### config.mk
export PLATFORM = sky130hd
export DESIGN_NAME = layer3_argmax
export DESIGN_NICKNAME = d
export VERILOG_FILES = /design/src/rtl/layer3_argmax.sv
export SDC_FILE = /design/constraint.sdc
export NUM_CORES = 1
export LEC_CHECK = 0
export BUFFER_PORTS_ARGS = -buffer_cell sky130_fd_sc_hd__clkbuf_2
export CORE_MARGIN = 2
export CORE_UTILIZATION = 52
export CTS_CLUSTER_SIZE = 20
export DETAILED_ROUTE_END_ITERATION = 7
export PLACE_DENSITY = 0.88
export SYNTH_ARGS = -nofsm -noshare
export SYNTH_HDL_FRONTEND = slang
export SYNTH_SLANG_ARGS = --single-unit
### constraint.sdc
create_clock -name clk -period 4.8 [get_ports clk]
set_input_delay 0.48 -clock clk [delete_from_list [all_inputs] [get_ports clk]]
set_output_delay 0.48 -clock clk [all_outputs]
set_load 0.01 [all_outputs]
### src/rtl/layer3_argmax.sv
`default_nettype none
// ============================================================================
//  Module      : layer3_argmax
//  Description : Argmax decision stage behind the layer-3 neuron nodes.
//                After a start pulse it waits LATENCY cycles for the neuron
//                outputs to settle. It then snapshots every class score and
//                scans the snapshot one class per cycle. When the scan ends it
//                presents the winning class index and score with a one-cycle
//                valid pulse.
//  Revision    : 1.0 - initial release
// ----------------------------------------------------------------------------
//  Parameters
//    NUM_CLASSES : number of layer-3 nodes (2..255)
//    LATENCY     : cycles from start to stable Nx (>= 1)
//    THRESH      : minimum winning score (used only with ARGMAX_THRESH_EN)
//  Ports
//    clk         : clock, rising edge
//    reset       : synchronous active-high reset
//    start       : new features presented to layer 3 this cycle
//    Nx          : packed unsigned scores, class i at [32i+31:32i]
//    busy        : classification in progress
//    valid       : one-cycle result strobe
//    class_idx   : winning class (NUM_CLASSES = reject when thresholding)
//    max_score   : score of the winning class
//  Configuration macro
//    ARGMAX_THRESH_EN : when defined, a best score below THRESH is reported
//                       as the reject code NUM_CLASSES
// ============================================================================
module layer3_argmax #(
  parameter int          NUM_CLASSES = 4,
  parameter int          LATENCY     = 2,
  parameter logic [31:0] THRESH      = 32'd0
) (
  input  logic                        clk,
  input  logic                        reset,
  input  logic                        start,
  input  logic [32*NUM_CLASSES-1:0]   Nx,
  output logic                        busy,
  output logic                        valid,
  output logic [7:0]                  class_idx,
  output logic [31:0]                 max_score
);

  localparam int                  c_WCNT_W    = (LATENCY > 1) ? $clog2(LATENCY) : 1;
  localparam logic [c_WCNT_W-1:0] c_WCNT_LAST = c_WCNT_W'(LATENCY - 1);
  localparam logic [7:0]          c_IDX_LAST  = 8'(NUM_CLASSES - 1);

  typedef enum logic [1:0] {
    S_IDLE = 2'd0,
    S_WAIT = 2'd1,
    S_SCAN = 2'd2,
    S_DONE = 2'd3
  } state_t;

  state_t                r_state;
  logic [c_WCNT_W-1:0]   r_wcnt;
  logic [7:0]            r_idx;
  logic [7:0]            r_best_idx;
  logic [31:0]           r_best_val;
  logic [31:0]           r_buf [NUM_CLASSES];
  logic                  r_valid;
  logic [7:0]            r_class_idx;
  logic [31:0]           r_max_score;

  logic [31:0]           w_cur;
  logic [7:0]            w_final_idx;

  // Score of the class currently under inspection in the snapshot.
  always_comb begin
    w_cur = 32'd0;
    for (int i = 0; i < NUM_CLASSES; i++) begin
      if (r_idx == 8'(i)) begin
        w_cur = r_buf[i];
      end
    end
  end

`ifdef ARGMAX_THRESH_EN
  assign w_final_idx = (r_best_val < THRESH) ? 8'(NUM_CLASSES) : r_best_idx;
`else
  // The threshold is not used in this build. Fold it into a sink so that
  // lint does not report an unused parameter.
  logic w_unused_thresh;
  assign w_unused_thresh = ^THRESH;
  assign w_final_idx     = r_best_idx;
`endif

  always_ff @(posedge clk) begin
    if (reset) begin
      r_state     <= S_IDLE;
      r_wcnt      <= '0;
      r_idx       <= 8'd0;
      r_best_idx  <= 8'd0;
      r_best_val  <= 32'd0;
      r_valid     <= 1'b0;
      r_class_idx <= 8'd0;
      r_max_score <= 32'd0;
      for (int i = 0; i < NUM_CLASSES; i++) begin
        r_buf[i] <= 32'd0;
      end
    end else begin
      r_valid <= 1'b0;
      case (r_state)
        S_IDLE: begin
          if (start) begin
            r_state <= S_WAIT;
            r_wcnt  <= '0;
          end
        end
        S_WAIT: begin
          r_wcnt <= r_wcnt + c_WCNT_W'(1);
          if (r_wcnt == c_WCNT_LAST) begin
            // Snapshot the settled neuron outputs. Class 0 seeds the
            // running maximum, so the scan starts at class 1.
            for (int i = 0; i < NUM_CLASSES; i++) begin
              r_buf[i] <= Nx[32*i +: 32];
            end
            r_best_val <= Nx[31:0];
            r_best_idx <= 8'd0;
            r_idx      <= 8'd1;
            r_state    <= S_SCAN;
          end
        end
        S_SCAN: begin
          // The comparison is strict, so on a tie the lower index is kept.
          if (w_cur > r_best_val) begin
            r_best_val <= w_cur;
            r_best_idx <= r_idx;
          end
          r_idx <= r_idx + 8'd1;
          if (r_idx == c_IDX_LAST) begin
            r_state <= S_DONE;
          end
        end
        S_DONE: begin
          r_class_idx <= w_final_idx;
          r_max_score <= r_best_val;
          r_valid     <= 1'b1;
          r_state     <= S_IDLE;
        end
        default: begin
          r_state <= S_IDLE;
        end
      endcase
    end
  end

  assign busy      = (r_state != S_IDLE);
  assign valid     = r_valid;
  assign class_idx = r_class_idx;
  assign max_score = r_max_score;

endmodule
`default_nettype wire
# After elaboration in Yosys (flattened, before gate mapping)
# Memories as Yosys holds them, arrays and structs flattened.
# Index checks and enable logic that the tools add are counted.
op_classes:
  n_addsub: 2
  order_cmp: 1
  eq_ne: 10
  muxes: 29
  bitwise: 4
  n_reduce_logical: 9
ops:
  columns: ["operator", "count"]
  rows:
  - ["32-bit two-way mux", 10]
  - ["32-bit one-hot mux with 2 select lines", 1]
  - ["32-bit greater-than comparator", 1]
  - ["8-bit one-hot mux with 2 select lines", 2]
  - ["8-bit two-way mux", 3]
  - ["8-bit by 2-bit equality test with 1-bit output, second input constant", 2]
  - ["8-bit by 1-bit adder with 8-bit output, second input constant", 1]
  - ["8-bit by 1-bit equality test with 1-bit output, second input constant", 1]
  - ["8-bit zero test", 1]
  - ["1-bit two-way mux", 8]
  - ["2-bit != test, second input constant", 4]
  - ["2-bit one-hot mux with 4 select lines", 1]
  - ["2-bit two-way mux", 3]
  - ["3-bit AND reduction", 2]
  - ["2-bit nonzero test", 3]
  - ["2-bit equality test, second input constant", 2]
  - ["1-bit bitwise OR", 4]
  - ["2-bit AND reduction", 2]
  - ["2-bit by 1-bit equality test with 1-bit output, second input constant", 1]
  - ["2-bit zero test", 1]
  - ["1-bit one-hot mux with 2 select lines", 1]
  - ["1-bit adder, second input constant", 1]
totals:
  regBits: 92
  mem_bits_rw: 128
  input_bits: 131
  out_inout_bits: 42
  wordCells: 64
  mem_count: 1
memory_table:
  columns: ["memory", "words", "word_bits", "rd", "rd_clocked_by_memory_dff", "wr", "line_no", "rtl"]
  rows:
  - ["r_buf", 4, 32, 4, 0, 4, "60", "logic [31:0] r_buf [NUM_CLASSES];"]

# Depth between registers and ports, before layout
# Gate-level depths: netlist (run 1).
depth:
  ltp_word: 8
  ltp_mapped: 16
  mapped_depth_nobuf: 13

# Least setup slack after synthesis (run 1)
# OpenSTA, ideal clock, no wires.
synth_timing:
  path_type: "input to register"
  startpoint: "in reset"
  endpoint: "mem r_buf[0][0], enable pin"
  setup_time_ps: 509
  t_arrival_ps: 4128
  required_time_ps: 4291
  setup_slack_ps: 163
  path_stages: 3
  n_path_buf: 2
  path_cell_list: "clkbuf_1 -> clkbuf_1 -> nand2b_1"
synth_rtl:
  columns: ["item", "line_no", "rtl"]
  rows:
  - ["from (decl)", "35", "input logic reset,"]
  - ["to (decl)", "60", null]

# Final worst setup path (run 1)
layout_timing:
  startpoint: "reg r_idx[0]"
  endpoint: "reg r_best_idx[4]"
layout_between:
  elab_chain_len: 8
  elab_cells_between_ends: 11
  cone_classes: "1 x order compare; 4 x eq/ne; 4 x mux; 2 x reduce/logical"
layout_rtl:
  columns: ["item", "line_no", "rtl"]
  rows:
  - ["from (decl)", "57", "logic [7:0] r_idx;"]
  - ["from (signal assigned)", "130", "r_idx <= r_idx + 8'd1;"]
  - ["8-bit zero test", "72", "if (r_idx == 8'(i)) begin"]
  - ["32-bit two-way mux (3 in a row)", "72", null]
  - ["32-bit two-way mux *", "72", null]
  - ["32-bit greater-than comparator *", "126", "if (w_cur > r_best_val) begin"]
  - ["2-bit != test (no line) *", null, null]
  - ["3-bit AND reduction (no line) *", null, null]
  - ["to (signal assigned)", "128", "r_best_idx <= r_idx;"]
  - ["to (decl)", "58", "logic [7:0] r_best_idx;"]
# Every way passes the cells marked *; elsewhere a longest branch is shown, timed or not.
# A chain may end at the register's enable or synchronous reset.

==> impl_metrics.py, run 1 <==
metrics = {
    "route": {
        "wl_mm": 26.7,
        "dr.pass1.iters": 5,
        "drc": 0,
        "drt_iter0_drc": 670,
        "wl_per_cell_um": 18.3,
        "ant_nets": 0,
        "vias": 8219,
        "via_per_inst": 5.64,
    },
    "global_route": {
        "grt_pass1_vias": 8113,
        "overflow": 0,
        "grt_pass1_wl_mm": 41.4,
        "grt_antenna_before_repair": 1,
        "grt_max_degree": 129,
        "grt_usage_pct": 23.8,
    },
    "floorplanning": {
        "io_pins": 173,
        "start_util_pct": 52.5,
        "dieArea_mm2": 0.0222,
        "row_count": 53,
        "dieWidth_um": 149,
        "die_height_um": 149,
        "core_area_mm2": 0.0208,
    },
    "critical_path": {
        "cp_top_family": "compound AO/OA/AOI/OAI gates",
        "worst_path_max_delay_cell": "o21a_2",
        "max_stage_delay_ns": 1.00,
        "cp_common_cell": "a21oi_1",
        "critPathArrivalTime_ns": 4.74,
        "crit_chain": "ha_2 > buf_12 > a21oi_1 > o21ai_0 > a22oi_1 > nor2_1 > ha_1 > nand4_1 > nor3_1 > a31oi_1 > o21a_2 > o211ai_1 > a21oi_1",
        "start_kind": "flop",
        "cp_num_buf_inv": 1,
        "cp-end-kind": "flop",
        "timing.critical_path.required_ns": 5.22,
        "critPathKind": "reg -> reg",
        "worst-path-max-fanout": 40,
    },
    "placement": {
        "port_buffers": 172,
        "place_inst": 1416,
        "gp_congestion": 0.902,
        "dp_hpwl_mm": 18.4,
    },
    "clock_tree": {
        "insertion_delay_ns": 0.50,
        "path_clk_slew_ns": 0.06,
        "clock-sinks": 220,
        "cts-root-buf": "clkbuf_16",
        "cts_resized": 0,
        "holdBufCountCts": 0,
        "post-cts-setup-buffers": 0,
        "cts_buffer_depth": 3,
        "ctsHtreeMaxLevel": 1,
        "cts_made_buffers": 23,
        "cts_tree": "built",
    },
    "layout": {
        "fin_cells": 1457,
        "nets": 1337,
        "regArea_mm2": 0.00569,
        "area_delta_synth_final_pct": 16.4,
        "fin_util_pct": 61.1,
        "multi_input_area_mm2": 0.00469,
        "drive_gt1_share_pct": 25.3,
        "fillers": 1699,
    },
    "timing": {
        "min_period_ns": 4.32,
        "skew_ns": 0.00976,
        "rsz0062_at_grt": "false",
        "final.period_utilization_pct": 90.0,
        "max_freq_mhz": 232,
        "tightest_slew_ns": 1.18,
        "setup_violations": 0,
        "setup-tns-final_ns": 0,
        "final-hold-violation-count": 0,
        "drv_slew": 0,
        "relSlewSlack_pct": 21.3,
    },
    "yosys": {
        "syn_avg_cell_area_um2": 10.6,
        "synth_edf_count": 128,
        "ys_ff_latch": 220,
        "async_flop_share_pct": 0,
        "synth-main-ff-cell": "edfxtp_1",
        "synth_cell_types": 52,
        "syn_nets": 1198,
        "seq_area_frac_synth_pct": 52.0,
        "syn_area_mm2": 0.0109,
        "yosys_warnings": 0,
        "synth_cells": 1027,
    },
    "pwr": {
        "total_power_mw": 6.58,
        "p_leak_nw": 5.04,
        "power_per_cell_area_mw_per_mm2": 518,
        "ir_worst_vdd_v": 0.000276,
    },
    "status": {
        "status": "complete, no violations",
    },
    "worst_hold_path": {
        "hp-class": "in -> reg",
    },
    "flow_run": {
        "maxCapViolCount": 0,
    },
}
area by class of cell:
| type | instances | area share [%] |
|---|---|---|
| Clock buffer | 32 | 5.11 |
| Multi-Input combinational cell | 664 | 36.9 |
| Clock inverter | 8 | 0.718 |
| Timing Repair Buffer | 186 | 7.81 |
| Inverter | 71 | 2.09 |
| Antenna cell | 1 | 0.0197 |
| Tap cell | 275 | 2.70 |
| Sequential cell | 220 | 44.7 |
per-layer routing:
metal	part of all wire (%)	global-route usage (%)	vias up
li1	-	-	3887
met1	39	30.0	3902
met2	49	41.7	365
met3	8.7	4.53	65
met4	3.1	7.33	0
met5	0	0	-
cells by family after synthesis:
group           after synthesis  share of synthesized area, %
simple gates                329                          17.1
flops                       220                          52.0
compound gates              218                          14.0
buf+inv                     143                          5.34
mux                          73                          6.69
fa+ha+maj                    40                          4.58
xor+xnor                      4                         0.321
final timing paths:
kind / slack (ns) / to / cells after the start / start
setup / recovery: 0.48 / r_best_idx[4]$_SDFFE_PP0P_ / 13 / r_idx[0]$_SDFFE_PP0P_
setup reg to reg: 0.48 / r_best_idx[4]$_SDFFE_PP0P_ / 13 / r_idx[0]$_SDFFE_PP0P_
hold / removal: 0.24 / r_buf[2][10]$_SDFFCE_PN0P_ / 2 / Nx[74]
hold reg to reg: 0.47 / r_best_idx[5]$_SDFFE_PP0P_ / 2 / r_best_idx[5]$_SDFFE_PP0P_
cells in the mapped netlist (all sizes together) (2+ instances only):
master	number	area, um2
and2	130	813
a21o	2	15.0
a311oi	3	32.5
o21a	3	22.5
clkbuf	50	188
nand3	10	50.1
a21oi	87	435
o21bai	2	15.0
buf	22	129
inv	71	267
nand4	10	75.1
nand2b	3	18.8
xor2	4	35.0
a22oi	31	233
nor4	2	27.5
nor3	34	315
nand2	47	193
o21ai	40	211
o211ai	8	60.1
nor2b	3	18.8
edfxtp	128	3840
nor2	84	315
mux2i	73	731
a211oi	32	390
dfxtp	92	1840
ha	40	500
or3	3	18.8
where the power goes:
| part | total, mW | switching (mW) | internal [mW] |
|---|---|---|---|
| Clock | 1.76 | 0.710 | 1.05 |
| Sequential | 2.49 | 0.217 | 2.27 |
| Combinational | 2.34 | 1.41 | 0.932 |
cells in the final DEF, fill, tap and decap left out, drive strengths merged, types with 2 or more instances in the layout:
cell / count
a211oi: 32
a21o: 2
a21oi: 87
a22oi: 31
a311oi: 3
and2: 130
buf: 15
bufinv: 2
clkbuf: 203
clkinv: 5
dfxtp: 92
edfxtp: 128
ha: 40
inv: 71
mux2i: 73
nand2: 47
nand2b: 3
nand3: 10
nand4: 10
nor2: 84
nor2b: 3
nor3: 34
nor4: 2
o211ai: 8
o21a: 3
o21ai: 40
o21bai: 2
or3: 3
xor2: 4
sequential cells by signal, indices dropped and copies added (netlist names):
signal and flops:
r_wcnt 1, r_best_val 32, r_idx 8, r_buf 128
class_idx 8, max_score 32, r_state 2, r_best_idx 8
valid 1
stage by stage:
step           hold slack [ns]  setup slack, ns  area, um2
2_1_floorplan            0.443            0.163      10900
3_3_place_gp             0.455            0.794      12000
3_5_place_dp             0.465            0.585      12000
4_1_cts                  0.231            0.566      12700
5_1_grt                  0.236            0.176      12700
6_report                 0.245            0.482      12700
Note: power is estimated with default switching activity, not from simulation.
==> inputs of run 2 (changes only) <==
BUFFER_PORTS_ARGS = default   (was -buffer_cell sky130_fd_sc_hd__clkbuf_2)
CORE_ASPECT_RATIO = 1.2   (was default)
CORE_UTILIZATION = 58   (was 52)
DONT_BUFFER_PORTS = 1   (was default)
PLACE_DENSITY = 0.87   (was 0.88)
==> impl_metrics.py, run 2 (synthesis results as in run 1) <==
metrics = {
    "floorplanning": {
        "row_count": 55,
        "dieWidth_um": 129,
        "start_util_pct": 58.6,
        "dieArea_mm2": 0.0200,
        "core_area_mm2": 0.0186,
        "die_height_um": 154,
        "io_pins": 173,
    },
    "layout": {
        "nets": 1165,
        "drive_gt1_share_pct": 12.6,
        "fillers": 1422,
        "area_delta_synth_final_pct": 9.15,
        "mostFrequentLayoutCells": "and2_1 (130), edfxtp_1 (128), dfxtp_1 (92)",
        "layout_commonest_cell": "and2_1",
        "largest_reg_flops": 128,
        "regMostFlops": "r_buf",
    },
    "placement": {
        "port_buffers": 0,
        "gp_congestion": 0.908,
        "dp_hpwl_mm": 17.9,
    },
    "global_route": {
        "grt_usage_pct": 25.7,
        "grt_max_degree": 90,
        "grt_pass1_vias": 7630,
        "grt_antenna_before_repair": 1,
        "grt_pass1_wl_mm": 39.6,
        "overflow": 0,
    },
    "clock_tree": {
        "ctsHtreeMaxLevel": 1,
        "cts_buffer_depth": 3,
        "cts-root-buf": "clkbuf_16",
        "path_clk_slew_ns": 0.06,
        "cts_made_buffers": 24,
        "post-cts-setup-buffers": 0,
        "clock-sinks": 220,
        "holdBufCountCts": 0,
        "cts_resized": 0,
        "cts_tree": "built",
        "insertion_delay_ns": 0.53,
    },
    "timing": {
        "setup-tns-final_ns": 0,
        "skew_ns": 0.0215,
        "rsz0062_at_grt": "false",
        "min_period_ns": 4.32,
        "final-hold-violation-count": 0,
        "max_freq_mhz": 231,
        "setup_violations": 0,
        "timing.hold.ws_ns": 0.0420,
        "final.period_utilization_pct": 90.1,
        "drv_slew": 0,
        "relSlewSlack_pct": 31.8,
        "tightest_slew_ns": 1.02,
    },
    "critical_path": {
        "endpoint": "r_best_val[0]$_SDFFE_PP0P_",
        "rr_endpoint": "r_best_val[0]$_SDFFE_PP0P_",
        "worstRegToRegCells": 15,
        "cp-end-kind": "flop",
        "timing.critical_path.required_ns": 5.23,
        "crit_chain": "inv_1 > ha_2 > buf_4 > a21oi_1 > o21ai_0 > a22oi_1 > nor2_1 > ha_1 > nand4_1 > nor3_1 > a31oi_1 > o21a_2 > buf_12 > nor3_2 > a311oi_2",
        "worst_path_max_delay_cell": "ha_2",
        "max_stage_delay_ns": 0.69,
        "start_kind": "flop",
        "critPathKind": "reg -> reg",
        "critPathArrivalTime_ns": 4.75,
        "worst-path-max-fanout": 44,
        "rrSetupSlack_ns": 0.48,
        "timing.rr.start": "r_idx[1]$_SDFFE_PP0P_",
        "crit_start": "r_idx[1]$_SDFFE_PP0P_",
    },
    "pwr": {
        "power_per_cell_area_mw_per_mm2": 560,
        "p_comb_share_pct": 34.3,
        "power_frac_seq_pct": 37.3,
        "p_leak_nw": 4.34,
        "ir_worst_vdd_v": 0.000426,
        "swShare_pct": 35.5,
        "internal-power_mw": 4.31,
        "switching_power_mw": 2.37,
        "p_clk_share_pct": 28.4,
    },
    "route": {
        "vias": 7530,
        "via_per_inst": 5.93,
        "drt-met1-wl_mm": 9.50,
        "drc": 0,
        "dr_wl_met2_mm": 13.5,
        "dr_wl_met3_mm": 1.92,
        "wl_per_cell_um": 20.6,
        "drt_iter0_drc": 568,
        "ant_nets": 0,
        "routed.top_layer": "met4",
        "wl_mm": 26.2,
        "dr.pass1.iters": 5,
    },
    "status": {
        "status": "complete, no violations",
    },
    "flow_run": {
        "maxCapViolCount": 0,
    },
    "worst_hold_path": {
        "hp-class": "in -> reg",
    },
}
-- run 2: power groups by stage --
stage,logic [mW],registers (mW),clock network [mW]
floorplan,1.81,2.45,0
global placement,2.15,2.52,0
detailed placement,2.24,2.52,0
CTS,2.28,2.49,1.91
global route,2.52,2.52,1.98
finish,2.29,2.49,1.90
-- run 2: final cells by class --
type,count,area [um2],area share [%]
Antenna cell,3,7.51,0.0629
Clock buffer,33,674,5.65
Sequential cell,220,5690,47.7
Inverter,71,267,2.23
Tap cell,256,320,2.69
Multi-Input combinational cell,664,4690,39.3
Clock inverter,10,138,1.15
Timing Repair Buffer,13,148,1.24
-- run 2: per-stage QoR --
stage | power (mW) | area, um2 | worst slack (ns) | util, % | cells
global placement | 4.67 | 11100 | 0.725 | 59.6 | 1224
floorplan | 4.27 | 10900 | 0.163 | - | 1027
detailed placement | 4.77 | 11100 | 0.614 | 59.6 | 1224
CTS | 6.68 | 11900 | 0.570 | 63.9 | 1267
finish | 6.68 | 11900 | 0.475 | 64.0 | 1270
global route | 7.02 | 11900 | 0.308 | 63.9 | 1268
-- run 2: how the worst min path moves through the flow --
| stage | slack, ns | cells past startpoint | end | start |
|---|---|---|---|---|
| after floorplan | 0.44 | 2 | r_best_idx[0]$_SDFFE_PP0P_ | r_best_idx[0]$_SDFFE_PP0P_ |
| after global placement | 0.45 | 2 | r_best_idx[6]$_SDFFE_PP0P_ | r_best_idx[6]$_SDFFE_PP0P_ |
| after detailed placement | 0.46 | 2 | r_best_idx[4]$_SDFFE_PP0P_ | r_best_idx[4]$_SDFFE_PP0P_ |
| after CTS | 0.01 | 1 | r_best_val[23]$_SDFFE_PP0P_ | reset |
| after global routing | 0.02 | 1 | max_score[7]$_SDFFE_PP0P_ | reset |
| final | 0.04 | 1 | max_score[7]$_SDFFE_PP0P_ | reset |
-- run 2: worst max-delay path, delay by kind of cell, from the launching register on --
family	cells	cell delay, ns
simple gates	4	0.64
compound gates	6	1.43
fa+ha+maj	2	1.01
flops	1	0.37
buf+inv	3	0.73
-- run 2: routing by layer --
metal  GRT usage [%]  vias up
met5               0        -
met3            6.19       85
met1            28.5     3618
met2            45.5      273
met4            12.8        0
li1                -     3554
==> inputs of run 3 (changes only) <==
CORE_UTILIZATION = 60   (was 58)
clock period = 4.98 ns   (was 4.8 ns; I/O delays follow)
==> impl_metrics.py, run 3 (synthesis results as in run 1) <==
metrics = {
    "timing": {
        "setup-tns-final_ns": 0,
        "final.period_utilization_pct": 79.2,
        "min_period_ns": 3.94,
        "setup_violations": 0,
        "tightest_slew_ns": 1.05,
        "drv_slew": 0,
        "max_freq_mhz": 254,
        "timing.hold.ws_ns": 0.0597,
        "layout_setup_ws_ns": 1.04,
        "relSlewSlack_pct": 29.8,
        "rsz0062_at_grt": "false",
        "skew_ns": 0.0121,
        "final-hold-violation-count": 0,
    },
    "clock_tree": {
        "holdBufCountCts": 0,
        "post-cts-setup-buffers": 0,
        "cts_resized": 0,
        "cts_tree": "built",
        "insertion_delay_ns": 0.52,
        "cts-root-buf": "clkbuf_16",
        "cts_made_buffers": 24,
        "clock-sinks": 220,
        "path_clk_slew_ns": 0.06,
        "ctsHtreeMaxLevel": 1,
        "cts_buffer_depth": 3,
    },
    "critical_path": {
        "timing.rr.start": "r_idx[0]$_SDFFE_PP0P_",
        "cp-end-kind": "flop",
        "start_kind": "flop",
        "worstRegToRegCells": 13,
        "rrSetupSlack_ns": 1.04,
        "critPathKind": "reg -> reg",
        "endpoint": "r_best_val[0]$_SDFFE_PP0P_",
        "timing.critical_path.required_ns": 5.40,
        "crit_start": "r_idx[0]$_SDFFE_PP0P_",
        "rr_endpoint": "r_best_val[0]$_SDFFE_PP0P_",
        "critPathArrivalTime_ns": 4.37,
        "worst-path-max-fanout": 38,
    },
    "floorplanning": {
        "dieWidth_um": 127,
        "start_util_pct": 60.6,
        "core_area_mm2": 0.0180,
        "io_pins": 173,
        "die_height_um": 152,
        "row_count": 54,
        "dieArea_mm2": 0.0193,
    },
    "global_route": {
        "grt_max_degree": 93,
        "busiest_layer": "met2",
        "met3_usage_pct": 5.92,
        "grt_pass1_vias": 7458,
        "use_met2_pct": 46.5,
        "grt_pass1_wl_mm": 39.1,
        "grt_antenna_before_repair": 1,
        "grt_usage_pct": 25.8,
        "grtUsageMet1_pct": 29.2,
        "overflow": 0,
    },
    "route": {
        "via_per_inst": 6.02,
        "ant_nets": 0,
        "dr.pass1.iters": 4,
        "drt_iter0_drc": 562,
        "drc": 0,
        "vias": 7443,
        "wl_mm": 25.4,
        "wl_per_cell_um": 20.5,
    },
    "layout": {
        "design_area_mm2": 0.0118,
        "drive_gt1_share_pct": 12.2,
        "fin_util_pct": 65.4,
        "layout_commonest_cell": "and2_1",
        "nets": 1166,
        "area_delta_synth_final_pct": 8.04,
        "mostFrequentLayoutCells": "and2_1 (130), edfxtp_1 (128), dfxtp_1 (92)",
        "fin_cells": 1237,
        "regMostFlops": "r_buf",
        "largest_reg_flops": 128,
    },
    "worst_hold_path": {
        "hp-class": "in -> reg",
        "worstHoldPathCells": 1,
        "min_from": "reset",
    },
    "placement": {
        "dp_slack_ns": 1.12,
        "place_area_mm2": 0.0111,
        "gp_congestion": 0.888,
        "port_buffers": 0,
        "place_inst": 1193,
        "dp_hpwl_mm": 17.8,
    },
    "status": {
        "status": "complete, no violations",
    },
    "pwr": {
        "power_per_cell_area_mw_per_mm2": 528,
        "p_leak_nw": 4.30,
        "total_power_mw": 6.24,
        "ir_worst_vdd_v": 0.000319,
    },
    "flow_run": {
        "maxCapViolCount": 0,
    },
}
[run 3: cell types whose count changed in the layout (fill, tap and decap cells not counted)]
| cell | before | now |
|---|---|---|
| clkinv_1 | 2 | 1 |
| bufinv_16 | 3 | 1 |
| clkbuf_1 | 5 | 11 |
| clkinv_4 | 1 | 0 |
| clkinvlp_4 | 0 | 1 |
| buf_4 | 9 | 10 |
| clkbuf_8 | 4 | 1 |
| diode_2 | 3 | 1 |
[run 3: layer usage]
layer	vias to the layer above	share of wire, %
li1	3547	-
met1	3510	36
met2	310	52
met3	76	7.5
met4	0	4.2
met5	-	0
[run 3: layout make-up]
cell class	instances	area, um2
diodes	1	2.50
clock buffers	36	656
clock inverters	7	72.6
fillers	1324	6230
inverters	71	267
multi-input cells	664	4690
flip-flops and latches	220	5690
well taps	224	280
repair buffers	14	155
[run 3: power breakdown]
part	switching (mW)	leakage [nW]	total, mW	internal (mW)
Sequential	0.228	2.07	2.42	2.19
Clock	0.691	0.350	1.65	0.962
Combinational	1.30	1.87	2.17	0.866
Total	2.22	4.30	6.24	4.02
[run 3: worst min path at each step]
stage / to / slack, ns
final: max_score[7]$_SDFFE_PP0P_ / 0.06
after floorplan: r_best_idx[0]$_SDFFE_PP0P_ / 0.44
after detailed placement: r_best_idx[7]$_SDFFE_PP0P_ / 0.46
after global placement: r_best_idx[7]$_SDFFE_PP0P_ / 0.46
after CTS: r_best_val[22]$_SDFFE_PP0P_ / 0.04
after global routing: max_score[6]$_SDFFE_PP0P_ / 0.05
[run 3: critical path: stages, from the launching register on]
cell and delay [ns]:
dfxtp_1 0.46, ha_2 0.54, buf_12 0.25, o21ai_0 0.11, a22oi_1 0.25, nor2_1 0.12, ha_1 0.37, nand4_1 0.17
nor3_1 0.10, a31oi_1 0.37, o21a_2 0.52, buf_12 0.26, nor3_2 0.07, a311oi_2 0.23
